<file path="src/rtl/hweval_pkg.sv">
// Shared types and constants for the hardware-evaluation run controller.
// Imported by the run controller and its MISR.
package hweval_pkg;

  typedef enum logic [2:0] {
    IDLE = 3'd0,
    LOAD = 3'd1,
    FILL = 3'd2,
    RUN  = 3'd3,
    DONE = 3'd4
  } run_state_t;

  localparam logic [31:0] MISR_POLY    = 32'h04C11DB7;
  // A zero seed would lock the LFSR, so it is replaced by this value.
  localparam logic [15:0] DEFAULT_SEED = 16'hACE1;

endpackage

</file>
<file path="src/rtl/hweval_run_ctrl_if.sv">
// Host/datapath bundle for the run controller.
// The slave modport is the controller side; master is the host/harness side.
interface hweval_run_ctrl_if #(
  parameter int unsigned SEED_W = 16,
  parameter int unsigned OUT_W  = 10,
  parameter int unsigned CNT_W  = 16,
  parameter int unsigned SIG_W  = 32
);
  logic              start;
  logic              abort;
  logic [SEED_W-1:0] seed0;
  logic [SEED_W-1:0] seed1;
  logic [CNT_W-1:0]  run_len;
  logic [OUT_W-1:0]  comp_out;
  logic              dut_resetn;
  logic [SEED_W-1:0] lfsr_seed0;
  logic [SEED_W-1:0] lfsr_seed1;
  logic              busy;
  logic              done;
  logic              aborted;
  logic [SIG_W-1:0]  signature;
  logic [CNT_W-1:0]  sample_cnt;

  modport slave (
    input  start, abort, seed0, seed1, run_len, comp_out,
    output dut_resetn, lfsr_seed0, lfsr_seed1, busy, done, aborted, signature, sample_cnt
  );

  modport master (
    output start, abort, seed0, seed1, run_len, comp_out,
    input  dut_resetn, lfsr_seed0, lfsr_seed1, busy, done, aborted, signature, sample_cnt
  );
endinterface

</file>
<file path="src/rtl/hweval_misr.sv">
// 32-bit style MISR compressing the datapath output into a signature.
// Holds only the compression register; sequencing lives in the controller.
module hweval_misr
  import hweval_pkg::*;
#(
  parameter int unsigned SIG_W = 32,
  parameter int unsigned OUT_W = 10
) (
  input  logic             clk,
  input  logic             resetn,
  input  logic             clr,
  input  logic             en,
  input  logic [OUT_W-1:0] din,
  output logic [SIG_W-1:0] sig
);

  logic [SIG_W-1:0] r_sig;
  logic [SIG_W-1:0] w_sig_nxt;

  always_comb begin
    w_sig_nxt = {r_sig[SIG_W-2:0], 1'b0}
              ^ (r_sig[SIG_W-1] ? SIG_W'(MISR_POLY) : '0)
              ^ SIG_W'(din);
  end

  always_ff @(posedge clk or negedge resetn) begin
    if (!resetn) begin
      r_sig <= '0;
    end else if (clr) begin
      r_sig <= '0;
    end else if (en) begin
      r_sig <= w_sig_nxt;
    end
  end

  assign sig = r_sig;

endmodule

</file>
<file path="src/rtl/hweval_run_ctrl.sv">
// Run controller: latches seeds, pulses the local datapath reset, waits out
// the pipeline, then compresses comp_out into a MISR signature.
module hweval_run_ctrl
  import hweval_pkg::*;
#(
  parameter int unsigned SEED_W   = 16,
  parameter int unsigned OUT_W    = 10,
  parameter int unsigned CNT_W    = 16,
  parameter int unsigned PIPE_LAT = 4,
  parameter int unsigned SIG_W    = 32
) (
  input logic              clk,
  input logic              resetn,
  hweval_run_ctrl_if.slave bus
);

  localparam int unsigned FillW = (PIPE_LAT > 1) ? $clog2(PIPE_LAT + 1) : 1;

  run_state_t        r_state;
  run_state_t        w_state_nxt;
  logic [FillW-1:0]  r_fill_cnt;
  logic [CNT_W-1:0]  r_run_len;
  logic [CNT_W-1:0]  r_sample_cnt;
  logic [SEED_W-1:0] r_seed0;
  logic [SEED_W-1:0] r_seed1;
  logic              r_dut_resetn;
  logic              r_busy;
  logic              r_done;
  logic              r_aborted;

  logic              w_start_ok;
  logic              w_abort_ok;
  logic              w_fill_last;
  logic              w_run_last;
  logic              w_sample;

  assign w_start_ok  = (r_state == IDLE) && bus.start;
  assign w_abort_ok  = bus.abort && (r_state inside {LOAD, FILL, RUN});
  assign w_fill_last = (r_fill_cnt == FillW'(PIPE_LAT - 1));
  // run_len never exceeds 2^CNT_W-1, so the incremented count cannot wrap here.
  assign w_run_last  = ((r_sample_cnt + CNT_W'(1)) == r_run_len);
  assign w_sample    = (r_state == RUN);

  always_comb begin
    w_state_nxt = r_state;
    unique case (r_state)
      IDLE: if (bus.start) w_state_nxt = LOAD;
      LOAD: w_state_nxt = FILL;
      FILL: if (w_fill_last) w_state_nxt = (r_run_len == '0) ? DONE : RUN;
      RUN:  if (w_run_last) w_state_nxt = DONE;
      DONE: w_state_nxt = IDLE;
      default: w_state_nxt = IDLE;
    endcase
    if (w_abort_ok) w_state_nxt = IDLE;
  end

  always_ff @(posedge clk or negedge resetn) begin
    if (!resetn) begin
      r_state      <= IDLE;
      r_fill_cnt   <= '0;
      r_run_len    <= '0;
      r_sample_cnt <= '0;
      r_seed0      <= SEED_W'(DEFAULT_SEED);
      r_seed1      <= SEED_W'(DEFAULT_SEED);
      r_dut_resetn <= 1'b0;
      r_busy       <= 1'b0;
      r_done       <= 1'b0;
      r_aborted    <= 1'b0;
    end else begin
      r_state      <= w_state_nxt;
      // Decoded from next state so the local reset is a clean flop output.
      r_dut_resetn <= (w_state_nxt != LOAD);
      r_busy       <= (w_state_nxt inside {LOAD, FILL, RUN});
      r_done       <= (w_state_nxt == DONE);
      r_fill_cnt   <= (r_state == FILL) ? r_fill_cnt + FillW'(1) : '0;

      if (w_start_ok) begin
        r_run_len    <= bus.run_len;
        r_seed0      <= (bus.seed0 == '0) ? SEED_W'(DEFAULT_SEED) : bus.seed0;
        r_seed1      <= (bus.seed1 == '0) ? SEED_W'(DEFAULT_SEED) : bus.seed1;
        r_sample_cnt <= '0;
        r_aborted    <= 1'b0;
      end else begin
        if (w_sample) r_sample_cnt <= r_sample_cnt + CNT_W'(1);
        if (w_abort_ok) r_aborted <= 1'b1;
      end
    end
  end

  logic [SIG_W-1:0] w_sig;

  hweval_misr #(
    .SIG_W (SIG_W),
    .OUT_W (OUT_W)
  ) u_misr (
    .clk    (clk),
    .resetn (resetn),
    .clr    (w_start_ok),
    .en     (w_sample),
    .din    (bus.comp_out),
    .sig    (w_sig)
  );

  assign bus.dut_resetn = r_dut_resetn;
  assign bus.lfsr_seed0 = r_seed0;
  assign bus.lfsr_seed1 = r_seed1;
  assign bus.busy       = r_busy;
  assign bus.done       = r_done;
  assign bus.aborted    = r_aborted;
  assign bus.signature  = w_sig;
  assign bus.sample_cnt = r_sample_cnt;

endmodule

</file>
<file path="src/flat_wrapper.sv">
// flat-port wrapper written by rule: the top's interface ports become plain ports
module hweval_run_ctrl_flat import hweval_pkg::*;
#(
  parameter int unsigned SEED_W   = 16,
  parameter int unsigned OUT_W    = 10,
  parameter int unsigned CNT_W    = 16,
  parameter int unsigned PIPE_LAT = 4,
  parameter int unsigned SIG_W    = 32
)
  (clk, resetn, bus_start, bus_abort, bus_seed0, bus_seed1, bus_run_len, bus_comp_out, bus_dut_resetn, bus_lfsr_seed0, bus_lfsr_seed1, bus_busy, bus_done, bus_aborted, bus_signature, bus_sample_cnt);
  hweval_run_ctrl_if #(.SEED_W(SEED_W), .OUT_W(OUT_W), .CNT_W(CNT_W), .SIG_W(SIG_W)) bus_i ();
  input logic clk;
  input logic resetn;
  input wire logic [$bits(bus_i.start)-1:0] bus_start;
  input wire logic [$bits(bus_i.abort)-1:0] bus_abort;
  input wire logic [$bits(bus_i.seed0)-1:0] bus_seed0;
  input wire logic [$bits(bus_i.seed1)-1:0] bus_seed1;
  input wire logic [$bits(bus_i.run_len)-1:0] bus_run_len;
  input wire logic [$bits(bus_i.comp_out)-1:0] bus_comp_out;
  output wire logic [$bits(bus_i.dut_resetn)-1:0] bus_dut_resetn;
  output wire logic [$bits(bus_i.lfsr_seed0)-1:0] bus_lfsr_seed0;
  output wire logic [$bits(bus_i.lfsr_seed1)-1:0] bus_lfsr_seed1;
  output wire logic [$bits(bus_i.busy)-1:0] bus_busy;
  output wire logic [$bits(bus_i.done)-1:0] bus_done;
  output wire logic [$bits(bus_i.aborted)-1:0] bus_aborted;
  output wire logic [$bits(bus_i.signature)-1:0] bus_signature;
  output wire logic [$bits(bus_i.sample_cnt)-1:0] bus_sample_cnt;
  assign bus_i.start = bus_start;
  assign bus_i.abort = bus_abort;
  assign bus_i.seed0 = bus_seed0;
  assign bus_i.seed1 = bus_seed1;
  assign bus_i.run_len = bus_run_len;
  assign bus_i.comp_out = bus_comp_out;
  assign bus_dut_resetn = bus_i.dut_resetn;
  assign bus_lfsr_seed0 = bus_i.lfsr_seed0;
  assign bus_lfsr_seed1 = bus_i.lfsr_seed1;
  assign bus_busy = bus_i.busy;
  assign bus_done = bus_i.done;
  assign bus_aborted = bus_i.aborted;
  assign bus_signature = bus_i.signature;
  assign bus_sample_cnt = bus_i.sample_cnt;
  hweval_run_ctrl #(.SEED_W(SEED_W), .OUT_W(OUT_W), .CNT_W(CNT_W), .PIPE_LAT(PIPE_LAT), .SIG_W(SIG_W)) u_core (.clk(clk), .resetn(resetn), .bus(bus_i));
endmodule
</file>
<file path="config.mk">
export PLATFORM = sky130hd
export DESIGN_NAME = hweval_run_ctrl_flat
export DESIGN_NICKNAME = d
export VERILOG_FILES = /design/src/rtl/hweval_pkg.sv /design/src/rtl/hweval_run_ctrl_if.sv /design/src/rtl/hweval_misr.sv /design/src/rtl/hweval_run_ctrl.sv /design/src/flat_wrapper.sv
export SDC_FILE = /design/constraint.sdc
export NUM_CORES = 1
export LEC_CHECK = 0
export CORE_ASPECT_RATIO = 2
export CORE_MARGIN = 3
export CORE_UTILIZATION = 30
export DETAILED_ROUTE_END_ITERATION = 7
export GPL_TIMING_DRIVEN = 1
export PLACE_DENSITY = 0.57
export SYNTH_ARGS = -nofsm -noshare
export SYNTH_HDL_FRONTEND = slang
export SYNTH_SLANG_ARGS = --single-unit
</file>
<file path="constraint.sdc">
create_clock -name clk -period 2.55 [get_ports clk]
set_clock_uncertainty 0.15 [all_clocks]
set_input_delay 0.3825 -clock clk [delete_from_list [all_inputs] [get_ports clk]]
set_output_delay 0.3825 -clock clk [all_outputs]
set_load 0.05 [all_outputs]
</file>
==> summary.md <==
| Metric | Value |
|---|---|
| Synth Flop Type | dfrtp_1 |
| Final setup violation count | 0 |
| CP max FO | 4 |
| Final-layout worst hold slack | 0.293 ns |
| Clock buffer depth | 2 |
| Count of input and output buffers | 145 |
| Full die area | 18,400 um2 |
| Achievable Freq | 398 MHz |
| Routability congestion estimate | 0.838 |
| Post-Place Cell Area | 6890 um2 |
| Reg-to-reg startpoint | u_core.bus.sample_cnt[0] |
| Row cnt | 66 |
| Post-route DRC | 0 |
| Total gr overflow | 0 |
| Relative slew margins | 0.578 |
| Final-report hold violation count | 0 |
| Final Max Slew Viols | 0 |
| Hold path cells | 1 |
| Critical Path Source Type | flop |
| Fraction of the cycle the final worst path needs | 0.984 |
| Type of the worst setup path | flop to flop |
| Kind of end point of the critical path | flop |
| R2R Setup Slk | 0.04 ns |
| Remaining number of nets flagged by the antenna check after routing | 0 |
| Period minus WS final | 2.51 ns |
| Fraction of layout instances using a drive strength above 1 | 0.134 |
| Layout Area Growth over Synthesis | 45.4% |
| Number of buffers created by CTS | 9 |
| Post-synthesis area per instance | 9.32 um2 |
| Cell Area, Synth | 5000 um2 |
| Area inside the core boundary | 16,400 um2 |
| Layout fillers | 1,640 |
| Proportion of register bits with asynchronous set or reset after synthesis | 1.00 |
| Number of distinct standard cells referenced by the synthesized netlist | 48 |
| Logic depth of the worst register-to-register path | 7 |
| Pre-antenna DRT Iters | 4 |
| H-tree lvl count | 3 |
| Clock Tree Root | clkbuf_16 |
| Drt total wl | 15.3 mm |
| Required time reported for the critical path endpoint | 2.68 ns |
| Status | completed |
| Warning count from the yosys run | 0 |
| Total GRT Usage | 0.171 |
| Power density cells | 1080 nW/um2 |
| Placement-stage worst setup slack | -0.0118 ns |
| Post-detail-place hpwl | 11.7 mm |
| Die height | 189 um |
| Initial antenna violation count | 2 |
| Peak supply drop | 0.612 mV |
| Starting density of the core | 0.306 |
| Via count of the first global-routing pass | 4,854 |
| CTS tree | yes |
| IO Pins | 146 |
| Clock insertion delay at the later pin of the skew report | 0.35 ns |
| Summed area of non-filler cells in the final layout | 7270 um2 |
| Detailed router's first-iteration violation count | 186 |
| Portion of the post-synthesis area used by sequential elements | 0.534 |
| Worst Min Path Start | u_core.r_fill_cnt[0] |
| Setup ws final | 0.0401 ns |
| Pin count of the biggest net entering global routing | 52 |
| Routed via count | 4,521 |
| CTS clk-pin slew, worst paths | 0.07 ns |
| Number of flops mapped to enable cells by yosys | 0 |
| Count of placed standard cells including taps | 889 |
| Number of instances in the synthesized netlist | 537 |
| Core occupancy in the finished layout | 0.445 |
| Layout Nets | 763 |
| Max-cap violations | 0 |
| Number of vias per cell | 4.97 |
| Type of the tightest min-delay check | flop to flop |
| Lkg Pwr | 3.04 nW |
| Data arrival time at the worst-slack endpoint | 2.64 ns |
| First-pass GRT wire length | 25.1 mm |
| Reg-to-reg endpoint | u_core.r_state[2] |
| RSZ-0062 raised after global routing | yes |
| Synthesized Nets | 602 |
| Count of state elements after synthesis | 106 |
| Average routed wire per standard cell | 16.9 um |
| End of the worst hold path | u_core.r_fill_cnt[0] |
| Transition time at the pin with the least slew margin | 0.632 ns |
| Clock net sink count | 106 |
| Layout Cells excl Fill | 909 |
| Die boundary width | 97.3 um |
cell usage after synthesis, types with 5 or more instances:
cell type | count | area [um2]
xnor2_1 | 35 | 307
nand2_1 | 156 | 586
nand4_1 | 8 | 50.1
o21ai_1 | 5 | 25.0
xor2_1 | 11 | 96.3
dfstp_2 | 16 | 420
dfrtp_1 | 90 | 2250
nor2_1 | 24 | 90.1
nand3_1 | 9 | 45.0
inv_1 | 5 | 18.8
o22a_1 | 16 | 140
buf_2 | 5 | 25.0
clkbuf_1 | 26 | 97.6
and3_1 | 5 | 31.3
o21ai_0 | 32 | 160
nor4_1 | 15 | 93.8
nor3_1 | 6 | 30.0
a21oi_1 | 21 | 105
sequential cells by signal (all words and copies together) (netlist names):
name,count
u_core.u_misr.sig,32
u_core.bus.lfsr_seed0,16
u_core.bus.lfsr_seed1,16
u_core.bus.sample_cnt,16
u_core.r_run_len,16
u_core.r_fill_cnt,3
u_core.r_state,3
u_core.bus.aborted,1
u_core.bus.busy,1
u_core.bus.done,1
u_core.bus.dut_resetn,1
power breakdown:
part / internal [mW] / switching (mW) / total, mW / leakage (nW)
registers: 2.28 / 0.461 / 2.74 / 1.34
logic: 1.28 / 2.31 / 3.59 / 1.54
clock network: 0.889 / 0.616 / 1.51 / 0.149
total: 4.45 / 3.39 / 7.84 / 3.04
how the worst max path moves through the flow:
stage                                    to  depth (start not counted)                     start  slack (ns)
after global placement    u_core.r_state[2]                          8  u_core.bus.sample_cnt[1]         0.1
after floorplan             u_core.bus.done                          9  u_core.bus.sample_cnt[8]       -0.03
after global routing        u_core.bus.done                          7  u_core.bus.sample_cnt[0]       -0.03
after detailed placement  u_core.r_state[2]                          8  u_core.bus.sample_cnt[0]       -0.01
final                     u_core.r_state[2]                          7  u_core.bus.sample_cnt[0]        0.04
after CTS                   u_core.bus.done                          8  u_core.bus.sample_cnt[0]        0.02
per-layer routing:
metal  wire [um]  GRT usage  vias to the layer above  share of wire
met1        5500      0.175                     2194           0.36
li1            -          -                     2162              -
met3         662     0.0393                       41          0.043
met5           0          0                        -              0
met4         784      0.101                        0          0.051
met2        8400      0.311                      124           0.55
cell families (layout without fill, tap and decap cells):
| logic type | Yosys count | after routing | synth area share |
|---|---|---|---|
| buffers and inverters | 38 | 204 | 0.0298 |
| multiplexers | 1 | 1 | 0.00200 |
| AND/OR/NAND/NOR | 244 | 244 | 0.220 |
| other | 0 | 2 | 0 |
| AO/OA/AOI/OAI | 99 | 99 | 0.126 |
| flip-flops | 106 | 106 | 0.534 |
| adder cells (fa/ha/maj) | 3 | 3 | 0.00750 |
| XOR/XNOR | 46 | 46 | 0.0805 |
repair_timing:
action                     in CTS  in global routing
gates resized for setup         1                  6
hold endpoints to repair       27                  0
buffers inserted                0                  1
hold buffers                    1                  0
pin swaps                       1                  3
setup endpoints to repair       2                  4
cells in the final DEF, fill, tap and decap left out, types with 4 or more instances in the layout:
cell type	n
and3_1	5
clkdlybuf4s50_1	143
o21ai_0	32
nor2_1	22
inv_1	5
xor2_1	11
nand4_1	8
nor2b_1	4
o21ai_1	5
nor4_1	14
xnor2_1	35
dfrtp_1	81
clkbuf_16	9
nor3_1	5
dfrtp_2	9
o22a_1	16
buf_4	36
o31ai_1	4
dfstp_2	16
nand3_1	9
a21oi_1	21
nand2_1	155
o41ai_1	4
area by class of cell:
class	count	area, um2	area share
sequential	106	2680	0.369
multi-input combinational	393	2230	0.307
timing repair buffer	182	1750	0.241
tap	204	255	0.0351
clock buffer	12	246	0.0339
clock inverter	4	75.1	0.0103
inverter	6	22.5	0.00310
antenna	2	5.00	0.000688
critical path, cell delays in order, from the launching register on:
cell,delay [ns]
dfrtp_2,0.41
nand4_4,0.13
or3_4,0.39
or3_4,0.35
a2111oi_4,0.32
nand4_1,0.27
mux2i_1,0.25
and3_1,0.17
per-stage QoR:
step | power, mW | setup TNS [ns]
6_report | 7.84 | 0
5_1_grt | 8.29 | -0.0522
4_1_cts | 7.91 | 0
3_5_place_dp | 6.36 | -0.0129
3_3_place_gp | 6.32 | 0
2_1_floorplan | 5.02 | -0.0513
Note: power is estimated with default switching activity, not from simulation.
